[config.mk]
export PLATFORM = sky130hd
export DESIGN_NAME = fb_rect_writer
export DESIGN_NICKNAME = d
export VERILOG_FILES = /design/src/rtl/fb_pkg.sv /design/src/rtl/fb_rect_clip.sv /design/src/rtl/fb_rect_writer.sv
export SDC_FILE = /design/constraint.sdc
export NUM_CORES = 1
export LEC_CHECK = 0
export CORE_AREA = 2 2 126 128
export CTS_BUF_LIST = sky130_fd_sc_hd__clkbuf_8
export DETAILED_ROUTE_END_ITERATION = 8
export DIE_AREA = 0 0 128 130
export PLACE_DENSITY = 0.63
export SLEW_MARGIN = 0
export SYNTH_ARGS = -nofsm -noshare
export SYNTH_HDL_FRONTEND = slang
export SYNTH_SLANG_ARGS = --single-unit
export TNS_END_PERCENT = 1
[constraint.sdc]
create_clock -name clock -period 7.7 [get_ports clock]
set_input_delay 1.54 -clock clock [delete_from_list [all_inputs] [get_ports clock]]
set_output_delay 1.54 -clock clock [all_outputs]
set_load 0.02 [all_outputs]
[src/rtl/fb_pkg.sv]
// Geometry, bus widths and FSM encoding shared by the framebuffer writer and the
// VGA scan-out.
package fb_pkg;

   localparam int H_RES  = 320;
   localparam int V_RES  = 240;
   localparam int ADDR_W = 17;
   localparam int PIX_W  = 12;

   typedef enum logic [1:0] {
      ST_IDLE,
      ST_WAIT_VB,
      ST_DRAW,
      ST_DONE
   } fb_state_e;

endpackage

[src/rtl/fb_rect_clip.sv]
// Clips a rectangle command against the framebuffer edges. Purely combinational.
module fb_rect_clip #(
   parameter int H_RES = fb_pkg::H_RES,
   parameter int V_RES = fb_pkg::V_RES
) (
   input  logic [8:0] x_i,
   input  logic [7:0] y_i,
   input  logic [8:0] w_i,
   input  logic [7:0] h_i,
   output logic [8:0] cw_o,
   output logic [7:0] ch_o,
   output logic       empty_o
);

   logic [9:0] room_x;
   logic [9:0] room_y;
   logic       off_screen;

   // Room to the edge wraps when the origin is off-screen; off_screen covers that case.
   assign room_x     = 10'(H_RES) - {1'b0, x_i};
   assign room_y     = 10'(V_RES) - {2'b00, y_i};
   assign off_screen = ({1'b0, x_i} >= 10'(H_RES)) || ({2'b00, y_i} >= 10'(V_RES));

   assign cw_o    = ({1'b0, w_i} < room_x) ? w_i : room_x[8:0];
   assign ch_o    = ({2'b00, h_i} < room_y) ? h_i : room_y[7:0];
   assign empty_o = off_screen || (cw_o == 9'd0) || (ch_o == 8'd0);

endmodule

[src/rtl/fb_rect_writer.sv]
// Filled-rectangle write engine for framebuffer port A: one pixel per clock,
// row-major, optionally held off until the scan-out's vertical-blank pulse.
module fb_rect_writer #(
   parameter int H_RES  = fb_pkg::H_RES,
   parameter int V_RES  = fb_pkg::V_RES,
   parameter int ADDR_W = fb_pkg::ADDR_W,
   parameter int PIX_W  = fb_pkg::PIX_W
) (
   input  logic              clock,
   input  logic              reset,
   input  logic              cmd_valid,
   output logic              cmd_ready,
   input  logic [8:0]        cmd_x,
   input  logic [7:0]        cmd_y,
   input  logic [8:0]        cmd_w,
   input  logic [7:0]        cmd_h,
   input  logic [PIX_W-1:0]  cmd_color,
   input  logic              cmd_sync,
   input  logic              v_blank_interupt,
   output logic [ADDR_W-1:0] fb_addr,
   output logic [PIX_W-1:0]  fb_data,
   output logic              fb_we,
   output logic              busy,
   output logic              done
);
   import fb_pkg::*;

   fb_state_e         state_q, state_d;
   logic [ADDR_W-1:0] addr_q, addr_d;
   logic [ADDR_W-1:0] row_base_q, row_base_d;
   logic [8:0]        x_q, x_d;
   logic [8:0]        cw_q, cw_d;
   logic [7:0]        ch_q, ch_d;
   logic [8:0]        col_cnt_q, col_cnt_d;
   logic [7:0]        row_cnt_q, row_cnt_d;
   logic [PIX_W-1:0]  data_q, data_d;
   logic              we_q, we_d;
   logic              done_q, done_d;
   logic              busy_q, busy_d;
   logic              ready_q, ready_d;

   logic [8:0]        clip_cw;
   logic [7:0]        clip_ch;
   logic              clip_empty;
   logic [ADDR_W-1:0] accept_base;

   fb_rect_clip #(.H_RES(H_RES), .V_RES(V_RES)) u_clip (
      .x_i     (cmd_x),
      .y_i     (cmd_y),
      .w_i     (cmd_w),
      .h_i     (cmd_h),
      .cw_o    (clip_cw),
      .ch_o    (clip_ch),
      .empty_o (clip_empty)
   );

   // y*320 as shift-add; only evaluated once per command, never per pixel.
   assign accept_base = (H_RES == 320) ? ((ADDR_W'(cmd_y) << 8) + (ADDR_W'(cmd_y) << 6))
                                       : ADDR_W'(cmd_y) * ADDR_W'(H_RES);

   always_comb begin
      // NOTE: every next-state signal gets a default first so no path infers a latch.
      state_d    = state_q;
      addr_d     = addr_q;
      row_base_d = row_base_q;
      x_d        = x_q;
      cw_d       = cw_q;
      ch_d       = ch_q;
      col_cnt_d  = col_cnt_q;
      row_cnt_d  = row_cnt_q;
      data_d     = data_q;
      we_d       = 1'b0;
      done_d     = 1'b0;

      case (state_q)
         ST_IDLE: begin
            if (cmd_valid && ready_q) begin
               x_d        = cmd_x;
               cw_d       = clip_cw;
               ch_d       = clip_ch;
               data_d     = cmd_color;
               col_cnt_d  = '0;
               row_cnt_d  = '0;
               row_base_d = accept_base;
               addr_d     = accept_base + ADDR_W'(cmd_x);
               if (clip_empty) begin
                  state_d = ST_DONE;
                  done_d  = 1'b1;
               end else if (cmd_sync) begin
                  state_d = ST_WAIT_VB;
               end else begin
                  state_d = ST_DRAW;
                  we_d    = 1'b1;
               end
            end
         end
         ST_WAIT_VB: begin
            if (!v_blank_interupt) begin
               state_d = ST_DRAW;
               we_d    = 1'b1;
            end
         end
         ST_DRAW: begin
            if (col_cnt_q + 9'd1 == cw_q) begin
               if (row_cnt_q + 8'd1 == ch_q) begin
                  state_d = ST_DONE;
                  done_d  = 1'b1;
               end else begin
                  col_cnt_d  = '0;
                  row_cnt_d  = row_cnt_q + 8'd1;
                  row_base_d = row_base_q + ADDR_W'(H_RES);
                  addr_d     = row_base_q + ADDR_W'(H_RES) + ADDR_W'(x_q);
                  we_d       = 1'b1;
               end
            end else begin
               col_cnt_d = col_cnt_q + 9'd1;
               addr_d    = addr_q + ADDR_W'(1);
               we_d      = 1'b1;
            end
         end
         ST_DONE: state_d = ST_IDLE;
         default: state_d = ST_IDLE;
      endcase

      busy_d  = (state_d != ST_IDLE);
      ready_d = (state_d == ST_IDLE);
   end

   // NOTE: sequential state uses non-blocking assignments only, so every register
   // samples the pre-edge values regardless of statement order.
   always_ff @(posedge clock or posedge reset) begin
      if (reset) begin
         state_q    <= ST_IDLE;
         addr_q     <= '0;
         row_base_q <= '0;
         x_q        <= '0;
         cw_q       <= '0;
         ch_q       <= '0;
         col_cnt_q  <= '0;
         row_cnt_q  <= '0;
         data_q     <= '0;
         we_q       <= 1'b0;
         done_q     <= 1'b0;
         busy_q     <= 1'b0;
         ready_q    <= 1'b0;
      end else begin
         state_q    <= state_d;
         addr_q     <= addr_d;
         row_base_q <= row_base_d;
         x_q        <= x_d;
         cw_q       <= cw_d;
         ch_q       <= ch_d;
         col_cnt_q  <= col_cnt_d;
         row_cnt_q  <= row_cnt_d;
         data_q     <= data_d;
         we_q       <= we_d;
         done_q     <= done_d;
         busy_q     <= busy_d;
         ready_q    <= ready_d;
      end
   end

   assign cmd_ready = ready_q;
   assign fb_addr   = addr_q;
   assign fb_data   = data_q;
   assign fb_we     = we_q;
   assign busy      = busy_q;
   assign done      = done_q;

endmodule

After elaboration in Yosys (flattened, before gate mapping)
Index checks and enable logic that the tools add are counted.
Cells by class
  $add $sub $neg: 9
  magnitude comparators: 4
  equal/unequal tests: 9
  multiplexer cells: 37
  reductions and logical operators: 13
Operators by type and width (number)
  $mux W17: 6
  $pmux W17 S2: 2
  $mux W9: 4
  $add A17 B9 Y17: 2
  $mux W8: 4
  $pmux W9 S2: 1
  $add A16 B14 Y17: 1
  $add A17 B1 Y17 const B: 1
  $add A17 B9 Y17 const B: 1
  $pmux W8 S2: 1
  $mux W2: 6
  $lt A8 B10 Y1: 1
  $lt A9 B10 Y1: 1
  $mux W1: 10
  $sub A9 B9 Y10 const A: 1
  $add A9 B1 Y9 const B: 1
  $eq A9 B9 Y1: 1
  $ge A9 B9 Y1 const B: 1
  $logic_not A9 Y1: 1
  $sub A8 B8 Y9 const A: 1
  $add A8 B1 Y8 const B: 1
  $eq A8 B8 Y1: 1
  $ge A8 B8 Y1 const B: 1
  $logic_not A8 Y1: 1
  14 further kinds: 21
Word-level totals
  register bits: 95
  input port bits: 51

Logic depth before layout (Yosys ltp)
Gate-level depths: netlist of the first run.
  depth after elaboration: 10
  gate-level depth with buffers: 15
  gate-level depth less buffers: 14

Cells and area by module
Synthesis of the first run repeated with hierarchy kept, for this count alone.
Unflattened totals
  cell total of the unflattened synthesis: 872
  area total of the unflattened synthesis: 7050.5 um^2
By module, submodules not included
  fb_rect_writer: instances 1, cells an instance 725, area each 6093.3 um^2, seq. area each 2227.1 um^2
  fb_rect_clip: instances 1, cells an instance 147, area each 957.2 um^2, seq. area each 0.0 um^2

Worst setup path after synthesis of the first run
OpenSTA, ideal clock, no wires.
  path kind: input port to flip-flop
  start point: input port cmd_y[2]
  end point: register ch_q[5]
  library setup time: 0.133 ns
  arrival: 3.988 ns
  required time: 7.567 ns
  path slack: 3.579 ns
  cell stages on the path: 11
  path buffers: 1
  cells stage by stage: or4_1 nand2_1 xor2_1 inv_1 ha_1 o21a_1 o21a_1 a31oi_1 clkbuf_1 mux2i_1 o21ai_0
Between the ends
  cells in the longest elaborated chain, start to end: 3
Ends and longest elaborated chain
  from (decl): RTL line fb_rect_writer.sv:14  | input logic [7:0] cmd_y,
  $sub A8 B8 Y9 (*): RTL line fb_rect_clip.sv:21  | assign room_y = 10'(V_RES) - {2'b00, y_i};
  $lt A8 B10 Y1: RTL line fb_rect_clip.sv:25  | assign ch_o = ({2'b00, h_i} < room_y) ? h_i : room_y[7:0];
  $mux W8 (*): RTL line fb_rect_clip.sv:25
  to (signal assigned): RTL line fb_rect_writer.sv:152  | ch_q <= ch_d;
  to (decl): RTL line fb_rect_writer.sv:33  | logic [7:0] ch_q, ch_d;
Mark *: on every way between the ends. The rest lies on a longest branch, timed or not.
A chain may end at the register's enable or synchronous reset.

Worst setup path after layout of the first run
  start point: input port cmd_x[3]
  end point: register state_q[0]
Between the ends
  cells in the longest elaborated chain, start to end: 9
  elaborated cells between the ends (all ways): 11
  classes of those cells: 1 x add/sub; 2 x order compare; 4 x mux; 4 x reduce/logical
Ends and longest elaborated chain
  from (decl): RTL line fb_rect_writer.sv:13  | input logic [8:0] cmd_x,
  $sub A9 B9 Y10: RTL line fb_rect_clip.sv:20  | assign room_x = 10'(H_RES) - {1'b0, x_i};
  $lt A9 B10 Y1: RTL line fb_rect_clip.sv:24  | assign cw_o = ({1'b0, w_i} < room_x) ? w_i : room_x[8:0];
  $mux W9: RTL line fb_rect_clip.sv:24
  $logic_not A9 Y1: RTL line fb_rect_clip.sv:26  | assign empty_o = off_screen || (cw_o == 9'd0) || (ch_o == 8'd0);
  $logic_or A1 B1 Y1 (*) (2 in series): RTL line fb_rect_clip.sv:26
  $mux W2 (*): RTL line fb_rect_writer.sv:86  | if (clip_empty) begin
  $mux W2 (*): RTL line fb_rect_writer.sv:77  | if (cmd_valid && ready_q) begin
  $pmux W2 S4 (*): RTL line fb_rect_writer.sv:75  | case (state_q)
  named net state_d[0]: RTL line fb_rect_writer.sv:28  | fb_state_e state_q, state_d;
  to (signal assigned): RTL line fb_rect_writer.sv:147  | state_q <= state_d;
  to (decl): RTL line fb_rect_writer.sv:28
The timed path passes the listed nets; every way through them passes the cells marked *.

==> summary.md, run 1 <==
| Metric | Value |
|---|---|
| Status | completed |
| F_max | 196 MHz |
| Placed Area | 7720 sq um |
| Slew HR | 28.4% |
| H-tree lvl count | 3 |
| Crit path kind | primary input to flop |
| DRC viols | 0 |
| Sinks on the clock net | 89 |
| Synth unique cells | 79 |
| Req. time, crit path | 7.94 ns |
| Dpl cells | 1064 |
| Drt total wl | 17.4 mm |
| Syn avg cell area | 8.22 sq um |
| # IOs | 84 |
| Met2 Track Usage GR | 36.1% |
| Worst Hold Class | flop to flop |
| Hold_buf cts | 0 |
| Worst skew pair latency | 0.39 ns |
| GR Util met3 | 3.65% |
| Type of origin of the critical path | primary input |
| Layout cells sized above 1 | 6.42% |
| CP max FO | 13 |
| Syn_nets | 912 |
| Worst endpoint data arrival time | 5.33 ns |
| Rows | 46 |
| Vias per cell | 5.60 |
| EDFF count, synth | 0 |
| Max Cap Violations | 0 |
| Final net count | 969 |
| GRT Total Usage | 22.2% |
| Full die area | 16600 sq um |
| Reg2reg path depth | 9 |
| Largest net degree at the start of global routing | 59 |
| Final hold vios | 0 |
| Placeable Area | 15400 sq um |
| Filler cell count | 1500 |
| Final ANT Viol Nets | 0 |
| Global-route met1 utilization | 30.9% |
| Pre-antenna DRT Iters | 5 |
| Clock-pin slew on the worst setup and hold paths | 0.11 ns |
| Peak VDD IR | 0.122 mV |
| Global-route wire length before repair | 29.4 mm |
| Post-CTS Setup Bufs | 0 |
| Leakage power | 3.42 nW |
| Die width | 128 um |
| Grt total ovfl | 0 |
| Gp weighted congestion | 0.832 |
| Syn Inst Count | 826 |
| CTS buffer count | 9 |
| Synthesis-to-finish area growth | 16.9% |
| Clock Skews | 0.0191 ns |
| Unrepaired setup endpoints after global routing | no |
| Vert. Die Dim | 130 um |
| Synth Register Bits | 89 |
| Ys Warns | 0 |
| DR iter-0 viols | 384 |
| Finished Layout Cells | 1080 |
| TritonCTS clock tree | done |
| HPWL Detailed | 13.0 mm |
| PostCTS Resize Cnt | 0 |
| CTS Buffer Depth | 2 |
| Initial core utilization | 44.0% |
| Ys async rst share | 100% |
| Most frequent cells in the layout | 119 x nand2_1, 89 x dfrtp_1, 83 x clkdlybuf4s50_1, 75 x o21ai_0, 57 x nor2_1 |
| Root Driver | clkbuf_8 |
| WL/cell | 16.1 um |
| Final setup vio count | 0 |
| Final min period | 5.09 ns |
| Power density over cell area | 342 nW/um^2 |
| I/O Buffers | 83 |
| ANT cells | 0 |
| Global route hottest layer | met2 |
| Worst Tran Pin Value | 1.07 ns |
| Hold Path Stages | 2 |
| Final Cell Area | 7940 sq um |
| Initial antenna violation count | 0 |
| Vias after detailed routing | 6045 |
| Sequential area share after synthesis | 32.8% |
| Crit end category | flop |
| Sum Neg Setup Slack | 0 ns |
| Ys flop type | dfrtp_1 |
| Mapped Area | 6790 sq um |
| Slew Viols, Final | 0 |
| Fin crit share | 66.1% |
| Number of global-route vias before repair | 5731 |
| Most common cell after layout, fill and taps aside | nand2_1 |
==> final cells by class <==
class                           count  area (sq um)  share of cell area (%)
Clock buffer                        9           124                    1.56
Inverter                           33           125                    1.58
Clock inverter                      7          87.6                    1.10
Timing Repair Buffer               89           876                    11.0
Sequential cell                    89          2230                    28.1
Multi-Input combinational cell    661          4260                    53.6
Tap cell                          192           240                    3.03
==> Yosys cell counts (all sizes together) (26+ instances only) <==
library cell | number | area share (%)
xor2 | 27 | 3.5
nor2 | 59 | 3.4
nor3 | 28 | 2.2
nand3 | 26 | 1.9
inv | 33 | 1.8
xnor2 | 42 | 5.7
nand2 | 119 | 6.6
a21oi | 45 | 3.4
clkbuf | 30 | 1.7
ha | 33 | 6.1
o21ai | 92 | 6.9
dfrtp | 89 | 33
==> routing by layer <==
metal	wire (um)	share of wire [%]	vias to the layer above
met1	8410	48	2869
met5	0	0	-
met2	8040	46	117
met4	279	1.6	0
li1	-	-	3038
met3	651	3.7	21
==> metrics by stage <==
stage / util, % / worst slack (ns) / hold WS (ns) / total power, W
after global routing: 51.4 / 2.29 / 0.510 / 0.00295
after detailed placement: 50.1 / 2.20 / 0.462 / 0.00237
final: 51.4 / 2.61 / 0.484 / 0.00272
after CTS: 51.4 / 2.63 / 0.489 / 0.00273
after floorplan: - / 3.58 / 0.440 / 0.00191
after global placement: 50.1 / 2.24 / 0.459 / 0.00236
==> flip-flops by register name, indices dropped and copies added, names as in the netlist, 2 cells and up <==
register / flops
fb_data: 12
ch_q: 8
fb_addr: 17
cw_q: 9
row_base_q: 11
x_q: 9
col_cnt_q: 9
state_q: 2
row_cnt_q: 8
==> logic make-up after synthesis <==
kind of cell	synth area share (%)
and+or+nand+nor	22.6
AOI/OAI and AO/OA	21.2
DFF	32.8
buffers and inverters	4.66
xor gates and xnor gates	9.23
adders and majority gates	6.67
muxes	2.89
==> path summary, 6_finish.rpt <==
kind                                       end  slack [ns]         start
worst max-delay path                state_q[0]        2.61      cmd_x[3]
worst min-delay path                fb_data[8]        0.48    fb_data[8]
worst max register to register  row_base_q[15]        4.35  row_cnt_q[0]
worst min register to register      fb_data[8]        0.48    fb_data[8]
max in group asynchronous       row_base_q[15]        5.05         reset
min in group asynchronous              cw_q[0]        1.54         reset
==> worst max-delay path, cell delays in order <==
cell and delay [ns]:
clkdlybuf4s50_1 0.51, or3_4 0.44, or3b_1 0.41, a21oi_1 0.19
xor2_1 0.21, inv_1 0.08, ha_1 0.28, o21a_1 0.11
o21ai_1 0.06, nor2_1 0.81, o21ai_2 0.19, nor4_2 0.34
o221ai_1 0.17
==> power by group <==
part	internal (W)	total, W	switching [W]
registers	0.000657	0.000881	0.000224
logic	0.000643	0.00147	0.000831
clock network	0.000159	0.000362	0.000203
total	0.00146	0.00272	0.00126
No activity file was read; power rests on OpenSTA's default activity.
==> run 2: changes to the inputs <==
--- a/config.mk
+++ b/config.mk
@@ -9,7 +9,7 @@
 export CTS_BUF_LIST = sky130_fd_sc_hd__clkbuf_8
 export DETAILED_ROUTE_END_ITERATION = 8
 export DIE_AREA = 0 0 128 130
-export PLACE_DENSITY = 0.63
+export PLACE_DENSITY = 0.66
 export SLEW_MARGIN = 0
 export SYNTH_ARGS = -nofsm -noshare
 export SYNTH_HDL_FRONTEND = slang
==> constraint.sdc (replaced) <==
create_clock -name clock -period 4.1 [get_ports clock]
set_input_delay 0.82 -clock clock [delete_from_list [all_inputs] [get_ports clock]]
set_output_delay 0.82 -clock clock [all_outputs]
set_load 0.02 [all_outputs]
==> run 2 against run 1 <==
  * Global-route usage grew 0.28 points
  * Combinational power grew 90%
  * Clock power grew 85%
  * Design area grew 2.0%
  * Sequential power grew 86%
  * Die area is the same
  * Via count grew 0.58%
  * Sequential share of layout area shrank 0.56 points
==> summary.md, run 2 (synthesized netlist as in run 1, its figures left out) <==
| Metric | Value |
|---|---|
| Status | completed |
| Synthesis-to-finish area growth | 19.2% |
| Slew Viols, Final | 0 |
| Type of origin of the critical path | primary input |
| Peak VDD IR | 0.321 mV |
| Layout cells sized above 1 | 8.68% |
| CTS Buffer Depth | 2 |
| Vert. Die Dim | 130 um |
| Final net count | 991 |
| Final setup vio count | 0 |
| F_max | 270 MHz |
| Placed Area | 7890 sq um |
| Gp weighted congestion | 0.840 |
| Worst Hold Class | flop to flop |
| Critical-path cell list | clkdlybuf4s50_1, or3_4, or3b_1, a21oi_1, xor2_1, inv_1, ha_1, nor3_1, nand3_1, a41oi_1, or4_1, o21ai_2, nor4_2, o221ai_1 |
| Largest net degree at the start of global routing | 59 |
| Most common cell after layout, fill and taps aside | nand2_1 |
| Rows | 46 |
| Worst skew pair latency | 0.40 ns |
| Initial antenna violation count | 0 |
| Vias per cell | 5.52 |
| Final ANT Viol Nets | 0 |
| Fin crit share | 90.2% |
| Final Cell Area | 8100 sq um |
| Hold_buf cts | 0 |
| Worst endpoint data arrival time | 3.94 ns |
| # IOs | 84 |
| Crit end category | flop |
| Crit path kind | primary input to flop |
| H-tree lvl count | 3 |
| ANT cells | 0 |
| Initial core utilization | 44.0% |
| CP peak stage delay | 0.43 ns |
| DR iter-0 viols | 449 |
| Slew HR | 35.2% |
| Slowest cell on the critical path | clkdlybuf4s50_1 |
| Number of global-route vias before repair | 5823 |
| Clock Skews | 0.0107 ns |
| Global-route wire length before repair | 29.8 mm |
| Power density over cell area | 632 nW/um^2 |
| Grt total ovfl | 0 |
| Most frequent cells in the layout | 119 x nand2_1, 89 x dfrtp_1, 83 x clkdlybuf4s50_1, 75 x o21ai_0, 57 x nor2_1 |
| Vias after detailed routing | 6080 |
| Req. time, crit path | 4.34 ns |
| Worst Tran Pin Value | 0.972 ns |
| Max Cap Violations | 0 |
| Final hold vios | 0 |
| Full die area | 16600 sq um |
| Clock-pin slew on the worst setup and hold paths | 0.10 ns |
| TritonCTS clock tree | done |
| Die width | 128 um |
| PostCTS Resize Cnt | 0 |
| Pre-antenna DRT Iters | 5 |
| Post-CTS Setup Bufs | 0 |
| Final min period | 3.70 ns |
| Root Driver | clkbuf_8 |
| Sinks on the clock net | 89 |
| DRC viols | 0 |
| WL/cell | 15.9 um |
| Placeable Area | 15400 sq um |
| GRT Total Usage | 22.4% |
| CTS buffer count | 9 |
| Unrepaired setup endpoints after global routing | no |
| I/O Buffers | 83 |
| HPWL Detailed | 13.2 mm |
| CP max FO | 3 |
| Max reg flops | 17 |
| Sum Neg Setup Slack | 0 ns |
| Drt total wl | 17.6 mm |
| Leakage power | 3.53 nW |
## run 2: changes by cell type in the layout (fill, tap and decap cells not counted), sizes merged
cell,change
inv,-2
buf,+22
clkinv,+2
## run 2: path summary, 6_finish.rpt
kind | cells after the start | start | end | slack, ns
max in group asynchronous | 3 | reset | fb_addr[9] | 2.51
worst max-delay path | 14 | cmd_x[3] | state_q[0] | 0.40
worst max register to register | 9 | row_cnt_q[0] | row_base_q[15] | 0.81
worst min-delay path | 2 | fb_data[2] | fb_data[2] | 0.48
worst min register to register | 2 | fb_data[2] | fb_data[2] | 0.48
min in group asynchronous | 2 | reset | col_cnt_q[3] | 0.81
## run 2: layer usage
metal  routed length (um)  GRT usage, %  vias to the layer above
met5                    0             0                        -
met4                  283          7.82                        0
met3                  656          2.50                       19
met2                 8040          36.0                      141
met1                 8570          31.7                     2832
li1                     -             -                     3088
## run 2: power by group
part           switching (W)  internal [W]
Clock               0.000376      0.000295
Sequential          0.000409       0.00123
Combinational        0.00157       0.00123
Total                0.00235       0.00276
## run 2: layout make-up
| type | count | area [sq um] |
|---|---|---|
| inverters | 33 | 125 |
| flip-flops and latches | 89 | 2230 |
| fillers | 1493 | 7330 |
| repair buffers | 111 | 1040 |
| clock inverters | 7 | 83.8 |
| well taps | 192 | 240 |
| clock buffers | 9 | 124 |
| multi-input cells | 661 | 4260 |
## run 2: through the flow
step | power [W] | utilization (%) | hold slack, ns | setup slack, ns | std cells
final | 0.00512 | 52.5 | 0.480 | 0.403 | 1102
after global placement | 0.00441 | 51.1 | 0.456 | 0.0554 | 1086
after detailed placement | 0.00446 | 51.1 | 0.462 | 0.0184 | 1086
after floorplan | 0.00359 | - | 0.440 | 0.699 | 826
after global routing | 0.00554 | 52.5 | 0.507 | 0.141 | 1102
after CTS | 0.00514 | 52.5 | 0.485 | 0.431 | 1102
## run 2: worst max-delay path: cells and delay by family
kind	cells	cell delay, ns
AO/OA/AOI/OAI	4	0.64
adder cells (fa/ha/maj)	1	0.20
XOR/XNOR	1	0.19
buffers and inverters	2	0.51
AND/OR/NAND/NOR	6	1.58
==> run 3: changes to the inputs <==
--- a/config.mk
+++ b/config.mk
@@ -9,7 +9,9 @@
 export CTS_BUF_LIST = sky130_fd_sc_hd__clkbuf_8
 export DETAILED_ROUTE_END_ITERATION = 8
 export DIE_AREA = 0 0 128 130
-export PLACE_DENSITY = 0.66
+export DONT_BUFFER_PORTS = 1
+export PLACE_DENSITY = 0.58
+export REMOVE_ABC_BUFFERS = 1
 export SLEW_MARGIN = 0
 export SYNTH_ARGS = -nofsm -noshare
 export SYNTH_HDL_FRONTEND = slang
==> run 3 against run 2 <==
  * Design area decreased by 11%
  * Register-to-register slack gained 0.07 ns
  * Core utilization fell by 5.8 points
  * Clock skew hardly changed
  * Power is 3.4% lower
  * Critical endpoint unchanged
  * Largest cell class unchanged
==> summary.md, run 3 (synthesized netlist as in run 1, its figures left out) <==
| Metric | Value |
|---|---|
| Peak VDD IR | 0.318 mV |
| Die width | 128 um |
| Clock-pin slew on the worst setup and hold paths | 0.09 ns |
| Worst Tran Pin Value | 0.930 ns |
| Vias after detailed routing | 5835 |
| Reg area | 2230 sq um |
| Most common cell after layout, fill and taps aside | nand2_1 |
| Slowest cell on the critical path | nor2_2 |
| Vias per cell | 5.82 |
| Worst endpoint data arrival time | 3.83 ns |
| Rows | 46 |
| Int Pwr | 0.00263 W |
| Most frequent cells in the layout | 119 x nand2_1, 89 x dfrtp_1, 75 x o21ai_0, 56 x nor2_1, 43 x a21oi_1 |
| Pre-antenna DRT Iters | 5 |
| Final min period | 3.59 ns |
| Final hold vios | 0 |
| Global-route wire length before repair | 30.0 mm |
| CTS Buffer Depth | 2 |
| Max reg flops | 17 |
| Finished Core Util | 46.7% |
| Slew Viols, Final | 0 |
| Grt total ovfl | 0 |
| Largest net degree at the start of global routing | 40 |
| Unrepaired setup endpoints after global routing | no |
| Leakage power | 3.16 nW |
| H-tree lvl count | 3 |
| Max Cap Violations | 0 |
| CP peak stage delay | 0.55 ns |
| Power density over cell area | 686 nW/um^2 |
| Initial core utilization | 44.0% |
| Critical-path cell list | or3_4, or3b_1, a21oi_1, xor2_1, inv_1, ha_1, o21a_1, o21ai_1, nor2_2, o21ai_2, nor4_2, o221ai_1 |
| DRC viols | 0 |
| TritonCTS clock tree | done |
| Synthesis-to-finish area growth | 6.08% |
| Final ANT Viol Nets | 0 |
| Worst Hold Class | primary input to async pin |
| Clock share of power | 16.2% |
| CP max FO | 13 |
| # IOs | 84 |
| Clock Skews | 0.0104 ns |
| Worst skew pair latency | 0.38 ns |
| Initial antenna violation count | 0 |
| Placeable Area | 15400 sq um |
| Slew HR | 38.0% |
| Seq pwr share | 38.2% |
| ANT cells | 0 |
| Finished Layout Cells | 1003 |
| P_sw | 0.00231 W |
| F_max | 278 MHz |
| Filler cell count | 1521 |
| Dpl cells | 988 |
| Sinks on the clock net | 89 |
| Crit end category | flop |
| DR iter-0 viols | 433 |
| Crit path kind | primary input to flop |
| Drt total wl | 18.5 mm |
| Multi-input logic area | 4260 sq um |
| Vert. Die Dim | 130 um |
| WL/cell | 18.4 um |
| HPWL Detailed | 13.7 mm |
| GRT Total Usage | 22.8% |
| CTS buffer count | 9 |
| Type of origin of the critical path | primary input |
| I/O Buffers | 0 |
| Gp weighted congestion | 0.889 |
| Layout cells sized above 1 | 7.64% |
| Number of global-route vias before repair | 5686 |
| Status | completed |
| Comb power frac | 45.6% |
| Root Driver | clkbuf_8 |
| Fin crit share | 87.6% |
| Req. time, crit path | 4.34 ns |
| Final setup vio count | 0 |
| Full die area | 16600 sq um |
| Post-CTS Setup Bufs | 0 |
| Sw Ratio | 46.7% |
| Final net count | 893 |
-- run 3: cell types whose count changed in the layout (fill, tap and decap cells not counted), sizes merged --
cell	change
clkinv	-1
buf	-15
clkdlybuf4s50	-83
bufinv	+3
inv	-3
-- run 3: power by group through the flow --
| stage | Combinational, W | Sequential, W | Clock, W |
|---|---|---|---|
| floorplan | 0.00173 | 0.00175 | 0 |
| global route | 0.00253 | 0.00195 | 0.000846 |
| CTS | 0.00225 | 0.00189 | 0.000815 |
| global placement | 0.00219 | 0.00190 | 0 |
| finish | 0.00225 | 0.00189 | 0.000800 |
| detailed placement | 0.00224 | 0.00190 | 0 |
-- run 3: through the flow --
stage | total power, W | setup slack (ns) | hold WS (ns) | TNS, ns | area, sq um
2_1_floorplan | 0.00348 | 0.268 | 0.440 | 0 | 6600
3_3_place_gp | 0.00409 | -0.0386 | 0.461 | -0.0386 | 6940
3_5_place_dp | 0.00414 | -0.123 | 0.458 | -0.137 | 6940
4_1_cts | 0.00495 | 0.271 | 0.308 | 0 | 7200
5_1_grt | 0.00532 | 0.301 | 0.316 | 0 | 7200
6_report | 0.00494 | 0.507 | 0.307 | 0 | 7200
-- run 3: path summary, 6_finish.rpt --
check	end	startpoint	cells after the start	slack (ns)
worst max-delay path	state_q[0]	cmd_x[3]	12	0.51
worst min-delay path	fb_addr[7]	reset	1	0.31
worst max register to register	row_cnt_q[1]	col_cnt_q[0]	10	0.88
worst min register to register	x_q[5]	x_q[5]	2	0.48
max in group asynchronous	fb_data[3]	reset	2	2.97
min in group clock	x_q[5]	x_q[5]	2	0.48
-- run 3: routing by layer --
metal | track usage (%) | part of all wire, %
met4 | 8.21 | 2.3
met5 | 0 | 0
met3 | 4.10 | 5.3
met1 | 31.4 | 47
met2 | 36.3 | 45
-- run 3: repair_timing --
action	CTS	global route
hold buffers	0	0
resized for setup	0	1
endpoints found under the setup margin	0	1
-- run 3: critical path, delay by kind of cell --
| family | cells | cell delay (ns) |
|---|---|---|
| AOI/OAI and AO/OA | 5 | 0.76 |
| adders and majority gates | 1 | 0.27 |
| buffers and inverters | 1 | 0.08 |
| xor gates and xnor gates | 1 | 0.22 |
| and+or+nand+nor | 4 | 1.68 |
-- run 3: cell type report --
type                            instances  share of cell area [%]
Multi-Input combinational cell        661                    59.1
Sequential cell                        89                    30.9
Tap cell                              192                    3.34
Clock inverter                          6                    1.84
Inverter                               33                    1.74
Clock buffer                            9                    1.72
Timing Repair Buffer                   13                    1.35
